[config.mk]
export PLATFORM = sky130hd
export DESIGN_NAME = pipeline_run_ctrl
export DESIGN_NICKNAME = d
export VERILOG_FILES = /design/src/rtl/pipeline_ctrl_pkg.sv /design/src/rtl/sat_counter.sv /design/src/rtl/pipeline_run_ctrl.sv
export SDC_FILE = /design/constraint.sdc
export NUM_CORES = 1
export LEC_CHECK = 0
export ABC_AREA = 1
export CAP_MARGIN = 0
export CORE_UTILIZATION = 58
export CTS_BUF_LIST = sky130_fd_sc_hd__clkbuf_8
export CTS_CLUSTER_DIAMETER = 100
export CTS_CLUSTER_SIZE = 12
export DETAILED_ROUTE_END_ITERATION = 16
export PLACE_DENSITY = 0.87
export SLEW_MARGIN = 15
export SYNTH_ARGS = -nofsm -noshare
export SYNTH_HDL_FRONTEND = slang
export SYNTH_HIERARCHICAL = 1
export SYNTH_SLANG_ARGS = --single-unit
[constraint.sdc]
create_clock -name i_clk -period 5.3 [get_ports i_clk]
set_input_delay 1.06 -clock i_clk [delete_from_list [all_inputs] [get_ports i_clk]]
set_output_delay 1.06 -clock i_clk [all_outputs]
set_load 0.03 [all_outputs]
[src/rtl/pipeline_ctrl_pkg.sv]
// Shared definitions for the pipeline run/step sequencer.
// Contents: the FSM state encoding, the debug command codes and the default
// drain length.
package pipeline_ctrl_pkg;

  // Debug command codes as they arrive on i_cmd.
  typedef enum logic [1:0] {
    CMD_RUN   = 2'b00,
    CMD_STEP  = 2'b01,
    CMD_STOP  = 2'b10,
    CMD_CLEAR = 2'b11
  } cmd_e;

  typedef enum logic [2:0] {
    ST_IDLE  = 3'd0,
    ST_RUN   = 3'd1,
    ST_STEP  = 3'd2,
    ST_DRAIN = 3'd3,
    ST_DONE  = 3'd4
  } run_state_e;

  // Number of cycles needed to retire EX/MEM/WB once HALT sits in decode.
  localparam int DEFAULT_DRAIN_CYCLES = 3;

endpackage

[src/rtl/sat_counter.sv]
// Saturating up-counter that holds at all-ones instead of wrapping.
// Latency: the count reflects i_inc/i_clear one cycle after the sampling edge.
// Backpressure: none; i_clear takes priority over i_inc.
// Ports: i_clk, i_reset (sync, active-high), i_clear, i_inc, o_count[WIDTH-1:0].
module sat_counter #(
  parameter int WIDTH = 32
) (
  input  logic             i_clk,
  input  logic             i_reset,
  input  logic             i_clear,
  input  logic             i_inc,
  output logic [WIDTH-1:0] o_count
);

  always_ff @(posedge i_clk) begin
    if (i_reset || i_clear) begin
      o_count <= '0;
    end else if (i_inc && (o_count != '1)) begin
      o_count <= o_count + WIDTH'(1);
    end
  end

endmodule

[src/rtl/pipeline_run_ctrl.sv]
// Run/step sequencer for the five-stage pipeline: stage enables, load-use
// stall gating, HALT drain and a saturating executed-cycle counter.
// Latency: a command accepted at edge N changes the enables from cycle N+1;
// o_pipe_clear is the registered pulse in the cycle after CLEAR acceptance.
// Backpressure: o_cmd_ready is low in STEP and DRAIN, high otherwise.
// Ports: i_clk, i_reset, i_cmd_valid/i_cmd/o_cmd_ready (command handshake),
// i_halt, i_stall, o_pipe_enable, o_pc_enable, o_ifid_enable, o_idex_bubble,
// o_pipe_clear, o_busy, o_done, o_cycle_count.
module pipeline_run_ctrl
  import pipeline_ctrl_pkg::*;
#(
  parameter int CNT_BITS     = 32,
  parameter int DRAIN_CYCLES = DEFAULT_DRAIN_CYCLES
) (
  input  logic                i_clk,
  input  logic                i_reset,
  input  logic                i_cmd_valid,
  input  logic [1:0]          i_cmd,
  output logic                o_cmd_ready,
  input  logic                i_halt,
  input  logic                i_stall,
  output logic                o_pipe_enable,
  output logic                o_pc_enable,
  output logic                o_ifid_enable,
  output logic                o_idex_bubble,
  output logic                o_pipe_clear,
  output logic                o_busy,
  output logic                o_done,
  output logic [CNT_BITS-1:0] o_cycle_count
);

  run_state_e state;
  run_state_e stateNext;
  logic [3:0] drainCnt;
  logic       cmdAccept;
  logic       clearGo;
  logic       stallGate;

  assign cmdAccept = i_cmd_valid && o_cmd_ready;

  // A HALT in RUN swallows whatever command arrives with it, CLEAR included.
  assign clearGo = cmdAccept && (i_cmd == CMD_CLEAR) &&
                   !((state == ST_RUN) && i_halt);

  // State register plus the drain down-counter.
  always_ff @(posedge i_clk) begin
    if (i_reset) begin
      state        <= ST_IDLE;
      drainCnt     <= 4'd0;
      o_pipe_clear <= 1'b0;
    end else begin
      state        <= stateNext;
      o_pipe_clear <= clearGo;
      if (state != ST_DRAIN && stateNext == ST_DRAIN) begin
        drainCnt <= 4'(DRAIN_CYCLES - 1);
      end else if (state == ST_DRAIN && drainCnt != 4'd0) begin
        drainCnt <= drainCnt - 4'd1;
      end
    end
  end

  // Next-state decode.
  always_comb begin
    stateNext = state;
    case (state)
      ST_IDLE: begin
        if (cmdAccept && i_cmd == CMD_RUN)  stateNext = ST_RUN;
        if (cmdAccept && i_cmd == CMD_STEP) stateNext = ST_STEP;
      end
      ST_RUN: begin
        if (i_halt) begin
          stateNext = ST_DRAIN;
        end else if (cmdAccept && (i_cmd == CMD_STOP || i_cmd == CMD_CLEAR)) begin
          stateNext = ST_IDLE;
        end
      end
      ST_STEP:  stateNext = i_halt ? ST_DRAIN : ST_IDLE;
      ST_DRAIN: if (drainCnt == 4'd0) stateNext = ST_DONE;
      ST_DONE:  if (cmdAccept && i_cmd == CMD_CLEAR) stateNext = ST_IDLE;
      default:  stateNext = ST_IDLE;
    endcase
  end

  // Output decode: state plus i_stall only, no registered outputs here.
  always_comb begin
    o_pipe_enable = 1'b0;
    o_pc_enable   = 1'b0;
    o_ifid_enable = 1'b0;
    o_idex_bubble = 1'b0;
    o_busy        = 1'b0;
    o_done        = 1'b0;
    o_cmd_ready   = 1'b0;
    stallGate     = 1'b0;
    case (state)
      ST_IDLE: o_cmd_ready = 1'b1;
      ST_RUN, ST_STEP: begin
        o_pipe_enable = 1'b1;
        o_busy        = 1'b1;
        o_cmd_ready   = (state == ST_RUN);
        stallGate     = i_stall;
        // A load-use stall freezes fetch/decode and bubbles execute, but the
        // downstream stages keep moving so the cycle still counts.
        o_pc_enable   = !stallGate;
        o_ifid_enable = !stallGate;
        o_idex_bubble = stallGate;
      end
      ST_DRAIN: begin
        o_pipe_enable = 1'b1;
        o_busy        = 1'b1;
        o_idex_bubble = 1'b1;
      end
      ST_DONE: begin
        o_done      = 1'b1;
        o_cmd_ready = 1'b1;
      end
      default: o_cmd_ready = 1'b0;
    endcase
  end

  sat_counter #(
    .WIDTH (CNT_BITS)
  ) cycleCounter (
    .i_clk   (i_clk),
    .i_reset (i_reset),
    .i_clear (clearGo),
    .i_inc   (o_pipe_enable),
    .o_count (o_cycle_count)
  );

endmodule
Yosys cells after proc, flatten, opt, wreduce, memory -nomap -nowiden
Index checks and enable logic that the tools add are counted.

cells by class
  add/subtract/negate cells = 2
  muxes and demuxes = 15
  reductions and logical operators = 23
  equality and inequality tests = 10

operators with widths
  operator                                             count
  adder 32 x 1 -> 32 bit, second input constant        1
  != test 32 bit, second input constant                1
  2-to-1 mux 3 bit                                     6
  case mux 3 bit (5 select lines)                      1
  logical AND 1 bit                                    10
  equality test 3 x 2 -> 1 bit, second input constant  3
  2-to-1 mux 2 bit                                     3
  OR reduction 2 bit                                   3
  equality test 2 bit, second input constant           2
  zero test 4 bit                                      1
  case mux 1 bit (2 select lines)                      2
  nonzero test 4 bit                                   1
  subtractor 4 x 1 -> 4 bit, second input constant     1
  equality test 3 x 1 -> 1 bit, second input constant  1
  equality test 3 bit, second input constant           1
  zero test 3 bit                                      1
  2-to-1 mux 1 bit                                     3
  != test 3 x 2 -> 1 bit, second input constant        1
  OR reduction 3 bit                                   1
  equality test 2 x 1 -> 1 bit, second input constant  1
  zero test 1 bit                                      2
  zero test 2 bit                                      1
  logical OR 1 bit                                     2
  nonzero test 2 bit                                   1

storage, ports and cells
  input bits = 7
  flip-flop bits (word level) = 40
  output and inout bits = 40

Logic depth before layout (Yosys ltp)
  depth after elaboration = 11
  depth in mapped cells = 12
  mapped depth without buffers = 12

Modules after synthesis
The synthesis kept the hierarchy.

modules (own cells, without submodules)
  module             instances  area each (sq um)  cells an instance
  sat_counter        1          2028.2             328
  pipeline_run_ctrl  1          489.2              76

Worst setup path before layout
OpenSTA, ideal clock, no wires.

  path type = input to output
  from = input i_stall
  to = output o_idex_bubble
  required time = 4.240 ns
  slack = 2.483 ns
  cell stages on the path = 2
  arrival = 1.757 ns
  buffers on the path = 0
  cell sequence = a21oi_1 > nor3_1

between the ends
  cells in the longest elaborated chain, start to end = 1

ends and longest elaborated chain
  what                             line                     RTL
  start: declaration               pipeline_run_ctrl.sv:21  input logic i_stall,
  case mux 1 bit (2 select lines)  pipeline_run_ctrl.sv:94  case (state)
  end: declaration                 pipeline_run_ctrl.sv:25  output logic o_idex_bubble,

No other way between the ends.

Worst setup path after layout
  from = input i_stall
  to = output o_ifid_enable

between the ends
  cells in the longest elaborated chain, start to end = 2

ends and longest elaborated chain
  what              line                      RTL
  zero test 1 bit   pipeline_run_ctrl.sv:104  o_ifid_enable = !stallGate;
  2-to-1 mux 1 bit  pipeline_run_ctrl.sv:94
  end: declaration  pipeline_run_ctrl.sv:24   output logic o_ifid_enable,

No other way between the ends.

==> impl_metrics.yaml <==
synthesis:
  syn_area_mm2: 0.002517
  synth_seq_cells: 40
  yosys.area.top_type: "dfxtp_1"
  synth.area.top_cells: "dfxtp_1 (32%), nand2_1 (16%), nor2_1 (11%)"
  synth_cell_types: 28
  avgSynthCellArea_um2: 6.231
  yosysSeqAreaShare: 0.3181
  synth_top_area_frac: 0.3181
  synth_fp_nets: 413
  synth_warnings: 6
  netlist_instances: 404
cts:
  clock_sinks: 40
  cts_tree: "yes"
  cts_buffers: 5
  cts-root-buf: "clkbuf_8"
  h-tree-depth: 2
  post_cts_resized: 0
  clk_path_buf_depth: 2
  cts_setup_buffers: 0
  clock_latency_ns: 0.30
  clk_pin_slew_ns: 0.08
  cts_hold_buf: 0
timing:
  slew_headroom: 0.5138
  setup_tns_ns: 0
  fin_skew_ns: 0.008420
  hold_viol_final: 0
  setup_viol: 0
  final_max_slew_viol_count: 0
  period_minus_slack_ns: 3.550
  holdWs_ns: 0.4699
  tightest_slew_ns: 0.7285
  fmax_ghz: 0.2817
  rsz0062_at_grt: "no"
  post-route-period-util: 0.6698
layout:
  area_growth_pct: 22.66
  antenna_cells: 0
  multiInputGateArea_mm2: 0.001473
  layout_commonest_cell: "nand2_1"
  regArea_um2: 800.8
  layout_common_cells: "nand2_1 (105), nor2_1 (76), clkdlybuf4s50_1 (46)"
  layout-drive-gt1-share: 0.09375
  fill_cells: 342
  nNetsFinal: 456
route:
  drtIter0Drc: 226
  wl_mm: 6.414
  drc: 0
  ant_nets: 0
  met3_length_um: 387
  met1_length_mm: 2.867
  via_per_inst: 5.400
  firstDrtPassIters: 4
  vias: 2689
  top_layer: "met4"
  wl_met2_mm: 3.062
  routedWlPerCell_um: 12.88
die:
  dieArea_mm2: 0.004608
  die_x_um: 67.88
  initial_core_util: 0.6160
  core_area_mm2: 0.004086
  die_y_um: 67.88
  row_count: 23
  io_pins: 47
global_route:
  antenna_found_initial: 0
  grt_usage: 0.3034
  grt_max_degree: 33
  grt_pass1_wl_mm: 10.45
  grt_pass1_vias: 2392
  grt.overflow.total: 0
pwr:
  ir_drop_v: 0.0003325
  p_per_area_mw_per_mm2: 292.3
  power.static_leakage_nw: 1.171
job:
  drv_cap: 0
worst_setup_path:
  start_kind: "input pin"
  crit_path_end_kind: "output port"
  critPathKind: "input pin to output port"
  cp_max_fo: 2
  cp.required_ns: 4.24
  arrival_ns: 2.49
  r2r_cells: 10
run_status:
  status: "complete, no violations"
hold_path:
  hold_path.class: "flip-flop to flip-flop"
  whs_path_depth: 2
place:
  gp_congestion: 0.9601
  place_hpwl_mm: 4.548
  io_buffers: 46
-- registers in the layout, indices dropped and copies added (netlist names) --
signal and count:
state 3, cycleCounter/o_count 32, drainCnt 4, o_pipe_clear 1
-- worst max-delay path: stages --
cell,delay (ns)
clkdlybuf4s50_1,0.41
a21oi_1,0.17
and2_1,0.17
clkdlybuf4s50_1,0.67
-- worst paths after layout --
check         startpoint                  endpoint  slack, ns
max reg2reg     state[1]  cycleCounter/o_count[31]       2.71
min reg2reg  drainCnt[0]               drainCnt[0]       0.47
max              i_stall             o_ifid_enable       1.75
min          drainCnt[0]               drainCnt[0]       0.47
-- synth_stat cells (all sizes together) --
library cell / count
nand2: 111
nor2: 87
nand3: 50
inv: 42
dfxtp: 40
a21oi: 35
buf: 11
nor3: 11
nand4: 5
xor2: 3
a31oi: 2
ha: 2
nand3b: 2
o21ai: 2
and2: 1
-- metal layers --
| layer | up-vias | GRT usage |
|---|---|---|
| li1 | 1379 | - |
| met1 | 1206 | 0.3666 |
| met2 | 91 | 0.5099 |
| met3 | 13 | 0.08667 |
| met4 | 0 | 0.1094 |
| met5 | - | 0 |
-- through the flow --
step                        util  instance area [µm²]  std cells  power, mW  setup WS [ns]
after floorplan                -                 2517        404     0.5445          2.483
after global placement    0.7247                 2962        490     0.6218          1.816
after detailed placement  0.7247                 2962        490     0.6273          1.755
after CTS                 0.7557                 3088        498     0.9031          1.744
after global routing      0.7557                 3088        498     0.9424          1.657
final                     0.7557                 3088        498     0.9025          1.750
-- final cells by class --
cell class                 instances  area share
multi-input combinational        311      0.4769
sequential                        40      0.2593
timing repair buffer              47      0.1515
inverter                          42     0.05105
clock buffer                       7     0.03120
tap                               50     0.02026
clock inverter                     1    0.009724
-- cell families after synthesis --
logic type      share of synthesized area
fa+ha+maj                        0.009939
compound gates                    0.08001
buf+inv                           0.09692
xor+xnor                          0.01044
flops                              0.3181
simple gates                       0.4846
-- report_power, final --
part / switching, mW / internal [mW] / total (mW)
registers: 0.0213 / 0.317 / 0.338
clock network: 0.111 / 0.166 / 0.277
logic: 0.191 / 0.0969 / 0.287
Power figures use the tool's default switching activity.
